==> src/rtl/seq_div.sv <==
// seq_div: multi-cycle restoring radix-2 unsigned divider with start/done handshake.
// Results (quot/rem/div_by_zero) are loaded from the working registers one cycle
// after the FSM enters DONE, which is also when the done pulse is driven.
module seq_div #(
    parameter int unsigned DATAWIDTH = 16
) (
    input  logic                 Clk,
    input  logic                 Rst,
    input  logic                 start,
    input  logic [DATAWIDTH-1:0] a,
    input  logic [DATAWIDTH-1:0] b,
    output logic                 busy,
    output logic                 done,
    output logic [DATAWIDTH-1:0] quot,
    output logic [DATAWIDTH-1:0] rem,
    output logic                 div_by_zero
);

    localparam int unsigned W     = DATAWIDTH;
    localparam int unsigned CNT_W = $clog2(DATAWIDTH + 1);

    typedef enum logic [1:0] {
        S_IDLE = 2'd0,
        S_RUN  = 2'd1,
        S_DONE = 2'd2
    } state_e;

    state_e         state_q, state_d;
    logic [CNT_W-1:0] cnt_q, cnt_d;
    // Working dividend; quotient bits shift into its LSB as dividend bits leave the MSB.
    logic [W-1:0]   dvd_q, dvd_d;
    logic [W-1:0]   dvs_q, dvs_d;
    // Partial remainder; always < divisor between steps, so W bits suffice for storage.
    logic [W-1:0]   p_q, p_d;
    logic           dz_q, dz_d;
    logic           busy_q, busy_d;
    logic           done_q, done_d;
    logic [W-1:0]   quot_q, quot_d;
    logic [W-1:0]   rem_q, rem_d;
    logic           dbz_q, dbz_d;

    logic [W:0]     p_shift;
    logic           q_bit;

    // Next-state, datapath step and registered-output computation.
    always_comb begin
        state_d = state_q;
        cnt_d   = cnt_q;
        dvd_d   = dvd_q;
        dvs_d   = dvs_q;
        p_d     = p_q;
        dz_d    = dz_q;
        quot_d  = quot_q;
        rem_d   = rem_q;
        dbz_d   = dbz_q;
        p_shift = {p_q, dvd_q[W-1]};
        q_bit   = 1'b0;

        case (state_q)
            S_IDLE, S_DONE: begin
                state_d = S_IDLE;
                if (start) begin
                    if (b != '0) begin
                        dvd_d   = a;
                        dvs_d   = b;
                        p_d     = '0;
                        dz_d    = 1'b0;
                        cnt_d   = CNT_W'(W);
                        state_d = S_RUN;
                    end else begin
                        dvd_d   = '1;
                        p_d     = a;
                        dz_d    = 1'b1;
                        state_d = S_DONE;
                    end
                end
            end
            S_RUN: begin
                if (p_shift >= {1'b0, dvs_q}) begin
                    p_d   = W'(p_shift - {1'b0, dvs_q});
                    q_bit = 1'b1;
                end else begin
                    p_d   = W'(p_shift);
                end
                dvd_d = {dvd_q[W-2:0], q_bit};
                cnt_d = cnt_q - CNT_W'(1);
                if (cnt_q == CNT_W'(1)) begin
                    state_d = S_DONE;
                end
            end
            default: begin
                state_d = S_IDLE;
            end
        endcase

        busy_d = (state_d == S_RUN);
        done_d = (state_q == S_DONE);
        if (state_q == S_DONE) begin
            quot_d = dvd_q;
            rem_d  = p_q;
            dbz_d  = dz_q;
        end
    end

    // State, working and output registers with asynchronous clear.
    always_ff @(posedge Clk or negedge Rst) begin
        if (!Rst) begin
            state_q <= S_IDLE;
            cnt_q   <= '0;
            dvd_q   <= '0;
            dvs_q   <= '0;
            p_q     <= '0;
            dz_q    <= 1'b0;
            busy_q  <= 1'b0;
            done_q  <= 1'b0;
            quot_q  <= '0;
            rem_q   <= '0;
            dbz_q   <= 1'b0;
        end else begin
            state_q <= state_d;
            cnt_q   <= cnt_d;
            dvd_q   <= dvd_d;
            dvs_q   <= dvs_d;
            p_q     <= p_d;
            dz_q    <= dz_d;
            busy_q  <= busy_d;
            done_q  <= done_d;
            quot_q  <= quot_d;
            rem_q   <= rem_d;
            dbz_q   <= dbz_d;
        end
    end

    assign busy        = busy_q;
    assign done        = done_q;
    assign quot        = quot_q;
    assign rem         = rem_q;
    assign div_by_zero = dbz_q;

endmodule

==> config.mk <==
export PLATFORM = sky130hd
export DESIGN_NAME = seq_div
export DESIGN_NICKNAME = d
export VERILOG_FILES = /design/src/rtl/seq_div.sv
export SDC_FILE = /design/constraint.sdc
export NUM_CORES = 1
export LEC_CHECK = 0
export ABC_AREA = 1
export BUFFER_PORTS_ARGS = -buffer_cell sky130_fd_sc_hd__buf_2
export CORE_MARGIN = 1
export CORE_UTILIZATION = 40
export DETAILED_ROUTE_END_ITERATION = 16
export PLACE_DENSITY = 0.59
export SYNTH_ARGS = -nofsm -noshare
export SYNTH_HDL_FRONTEND = slang
export SYNTH_SLANG_ARGS = --single-unit
==> constraint.sdc <==
create_clock -name Clk -period 4.55 [get_ports Clk]
set_clock_uncertainty 0.2 [all_clocks]
set_input_delay 0 -clock Clk [delete_from_list [all_inputs] [get_ports Clk]]
set_output_delay 0 -clock Clk [all_outputs]
set_load 0.005 [all_outputs]
After elaboration in Yosys (flattened, before gate mapping)
Cells that the tools add are included.

word-level totals
  register bits = 91
  latch bits = 0
  RAM bits = 0
  memory bits (read-only) = 0
  bits of input ports = 35
  output and inout port bits = 35
  logic and storage cells = 44
  memories = 0

operators by class
  $add $sub $neg = 2
  multiply operators = 0
  divide/modulo/power cells = 0
  order comparisons = 1
  eq/ne operators = 6
  shift operators = 0
  mux-type cells = 16
  bitwise gates (word level) = 0
  reductions and logical operators = 8

operator list
  operator               number
  $mux W16               5
  $pmux W16 S2           2
  $ge A17 B16 Y1         1
  $reduce_bool A16 Y1    1
  $sub A16 B16 Y16       1
  $mux W5                2
  $pmux W5 S2            1
  $mux W2                3
  $reduce_and A3 Y1      2
  $eq A5 B1 Y1 const B   1
  $sub A5 B1 Y5 const B  1
  $eq A2 B1 Y1 const B   2
  $ne A2 B2 Y1 const B   2
  $pmux W2 S2            1
  $reduce_and A2 Y1      2
  $eq A2 B2 Y1 const B   1
  $logic_not A2 Y1       1
  $mux W1                2
  $reduce_bool A2 Y1     1
  $reduce_or A2 Y1       1

Depth between registers and ports, before layout
  depth after elaboration = 5
  depth in mapped cells = 16
  depth with buffers taken out = 15

Worst setup path after synthesis
Ideal clock, no wire load.

  path kind = flip-flop to flip-flop
  from = reg p_q[11]
  to = reg p_q[9]
  setup time = 128 ps
  arrival time = 1745 ps
  data required time = 4222 ps
  slack = 2477 ps
  stages on the path, launching flop included = 13
  path buffers = 1
  clock period less this slack = 2073 ps
  cell sequence = dfrtp_1 > ha_1 > a21oi_1 > nand2_1 > nand2_1 > nand2_1 > nor2_4 > nand2_8 > inv_6 > nor2_8 > buf_12 > nand2_2 > nand3b_2

between the ends
  cells in the longest elaborated chain, start to end = 3

ends and longest elaborated chain
  element                 line  text
  start, declared         34    logic [W-1:0] p_q, p_d;
  start signal, assigned  124   p_q <= p_d;
  $ge A17 B16 Y1          79    if (p_shift >= {1'b0, dvs_q}) begin
  $mux W16                79
  $pmux W16 S2            59    case (state_q)

Every way passes these cells.
A chain may end at the register's enable or synchronous reset.

Final worst setup path
  from = reg state_q[0]
  to = reg dvd_q[0]

between the ends
  cells in the longest elaborated chain, start to end = 4
  elaborated cells on any way between the ends = 8
  those cells by class = eq/ne (3); mux (1); reduce/logical (4)

ends and longest elaborated chain
  element                                                              line  text
  start, declared                                                      28    state_e state_q, state_d;
  start signal, assigned                                               120   state_q <= state_d;
  $eq A2 B2 Y1 or $logic_not A2 Y1 (tied branches)                     59
  $reduce_or A2 Y1                                                     59
  $ne A2 B2 Y1 (no source line) or $reduce_bool A2 Y1 (tied branches)  --
  $reduce_and A2 Y1 (no source line)                                   --
  end signal, assigned                                                 122   dvd_q <= dvd_d;
  end, declared                                                        31    logic [W-1:0] dvd_q, dvd_d;

Parallel ways exist; a longest one is shown, timed or not.

==> results by group <==
GRT
  • Number of global-route vias before repair: just over 4000
  • GRT Overall Usage: 0.212
  • Remaining global-route overflow: 0
  • Antenna violations before repair: 0
  • Global-route wire length before repair: between 20 and 25 mm
  • Maximum number of pins on one net before global-route repair: 61

Pwr
  • Switching power share of the total: 0.456
  • Power density relative to cell area: 776 nW/µm²
  • Comb power frac: 0.540
  • Part of the total power dissipated in the clock network: 0.164
  • Sequential cell fraction of total power: 0.295
  • Leakage: around 3.2 nW
  • Net switching component of the power: about 0.0022 W
  • Maximum vdd ir drop: roughly 320 µV
  • Internal: ~0.0026 W

Min path
  • Class of the worst hold path: primary input to register

Synthesis
  • Top cells by count, synth: 206 x nand2_1, 91 x dfrtp_1, 90 x inv_1
  • Biggest area contributors in the synthesized netlist: dfrtp_1 45%, nand2_1 15%, inv_1 6.7%
  • Avg Inst Size Synth: slightly below 8 µm²
  • Leading cell type by number of instances after synthesis: nand2_1
  • Portion of the post-synthesis area used by sequential elements: 0.455
  • Number of warnings printed during yosys synthesis: 0
  • Number of storage elements in the synthesis netlist: 91
  • Post-synth net total: approximately 690
  • Async set-reset flop share out of synthesis: 1.00
  • Cell area after technology mapping: between 5000 and 6000 µm²
  • Synth top area share: 0.455
  • Library cells used by synthesis: 40
  • Count of flip-flops with a built-in enable after synthesis: 0
  • Biggest area consumer among synthesized cells: dfrtp_1
  • Synthesized instance count: between 600 and 700
  • Main synth FF type: dfrtp_1

Job
  • Number of maximum-capacitance violations: 0

Floorplan
  • Height of the chip: between 100 and 150 µm
  • Width of the die: about 110 µm
  • Placeable Area: about 12000 µm²
  • Full die area: about 13000 µm²
  • I/O pin count: 70
  • Count of standard-cell rows: 40
  • Starting density of the core: 0.414

Routing
  • Detail Route Antenna Nets: 0
  • Via count: 4418
  • Detailed-route DRC error count: 0
  • Per-cell via count in the routed design: 4.90
  • Initial DRC Count: between 200 and 300
  • Detailed-route wire length: around 13 mm
  • Detailed Routing Iterations Pass 1: 5
  • Routed length per instance: between 10 and 15 µm

Critical path
  • Setup slack, reg-to-reg: between 1.5 and 2 ns
  • Critical path endpoint category: register
  • Critical Path Fanout Max: 38
  • Critical path class: register to register
  • CP startpoint kind: register
  • Required arrival time at the worst endpoint: ~4.6 ns
  • Data arrival, critical path: 2.71 ns

Final layout
  • Area Growth Syn to Fin: 22.7%
  • N_diodes: 0
  • Share of cells above drive strength 1: 0.162
  • Nets@finish: ~800
  • Filler cell count: approximately 1200

Place
  • Routability Congestion: 0.865
  • Port buffer count: just under 70
  • Final HPWL DP: between 9 and 10 mm
  • Setup Slack @ Placement: between 1.5 and 2 ns

Timing
  • Clock period minus final worst setup slack: around 2.7 ns
  • Summed negative setup slack over all endpoints: 0 ns
  • Portion of the clock cycle consumed by the worst path in the final layout: 0.589
  • Worst Slack Setup Final: roughly 1.9 ns
  • Final Hold Violating Endpoints: 0
  • Setup violators final: 0
  • Least-Margin Pin Slew: about 1 ns
  • Pins over their slew limit: 0
  • Worst rel slew slack: 0.328
  • Unrepaired setup endpoints after global routing: no
  • Highest clock frequency the design can meet: about 0.37 GHz

Clock tree
  • CTS clock-pin slew for the worst setup and hold paths: approximately 0.060 ns
  • Post-cts repair resize count: 0
  • TritonCTS clock tree: done
  • Number of buffers between clock root and the deepest sink: 2
  • Clk_lat worst skew: ~0.35 ns
  • H-Tree Depth: 3
  • TritonCTS buffer count: 9
  • Root buffer cell: clkbuf_16
  • CTS sink cnt: 91

Status
  • Status: finished clean
-- through the flow --
stage | hold slack, ns | instances | area (µm²) | power (W) | util
floorplan | -0.496 | 634 | 5010 | 0.00336 | -
global placement | -0.242 | 851 | 5470 | 0.00390 | 0.452
detailed placement | -0.236 | 851 | 5470 | 0.00395 | 0.452
CTS | 0.246 | 901 | 6140 | 0.00479 | 0.507
global route | 0.282 | 901 | 6140 | 0.00521 | 0.507
finish | 0.250 | 901 | 6140 | 0.00477 | 0.507
-- worst max-delay path, stage by stage (launching register included) --
cell      delay (ns)
dfrtp_1         0.37
inv_1           0.09
nand2_1         0.07
inv_1           0.57
nand2_1         0.80
o221ai_1        0.40
inv_1           0.07
-- per-layer routing --
metal	routed length, µm	share of wire	up-vias	track usage
met5	0	0	-	0
met2	5640	0.44	117	0.315
li1	-	-	2220	-
met1	6270	0.49	2057	0.300
met3	552	0.043	24	0.0377
met4	371	0.029	0	0.0996
-- state kept, by name (all words and copies together) (netlist names) --
| name | flops |
|---|---|
| busy | 1 |
| cnt_q | 5 |
| div_by_zero | 1 |
| done | 1 |
| dvd_q | 16 |
| dvs_q | 16 |
| dz_q | 1 |
| p_q | 16 |
| quot | 16 |
| rem | 16 |
| state_q | 2 |
-- power by group through the flow --
stage               clock (W)  sequential [W]  combinational (W)
finish               0.000785         0.00141            0.00258
global route         0.000829         0.00146            0.00292
CTS                  0.000806         0.00141            0.00258
detailed placement          0         0.00142            0.00253
global placement            0         0.00141            0.00248
floorplan                   0         0.00134            0.00201
-- area by class of cell --
class / instances / area [µm²] / share of cell area
timing repair buffer: 108 / 738 / 0.120
tap: 168 / 210 / 0.0342
clock inverter: 3 / 46.3 / 0.00753
sequential: 91 / 2280 / 0.371
inverter: 92 / 350 / 0.0570
multi-input combinational: 427 / 2260 / 0.367
clock buffer: 12 / 267 / 0.0434
-- worst paths after layout --
path	startpoint	end	cells after the start
hold / removal	a[6]	dvd_q[6]	4
max in group asynchronous	Rst	p_q[7]	4
min in group asynchronous	Rst	dvs_q[7]	4
setup / recovery	state_q[0]	dvd_q[0]	6
setup reg to reg	state_q[0]	dvd_q[0]	6
hold reg to reg	rem[8]	rem[8]	2
-- layout by cell type, fill, tap and decap left out, types with 15 or more instances in the layout --
cell type	n
inv_1	90
buf_2	68
nor2_1	23
o21ai_0	43
ha_1	18
dfrtp_1	91
nand3_1	34
dlygate4sd3_1	34
nand2_1	206
o2111ai_1	15
nand2_2	15
nand4_1	16
-- timing repair --
action	CTS	global route
buffers inserted	0	0
hold buffers	35	0
endpoints found under the hold margin	78	0
-- cell families (layout without fill, tap and decap cells) --
group	Yosys count	count (layout)	synth area share
AOI/OAI and AO/OA	81	81	0.0954
xor gates and xnor gates	11	11	0.0192
and+or+nand+nor	316	316	0.287
adders and majority gates	19	19	0.0490
DFF	91	91	0.455
buffers and inverters	116	215	0.0949
(Power assumes the default switching activity.)
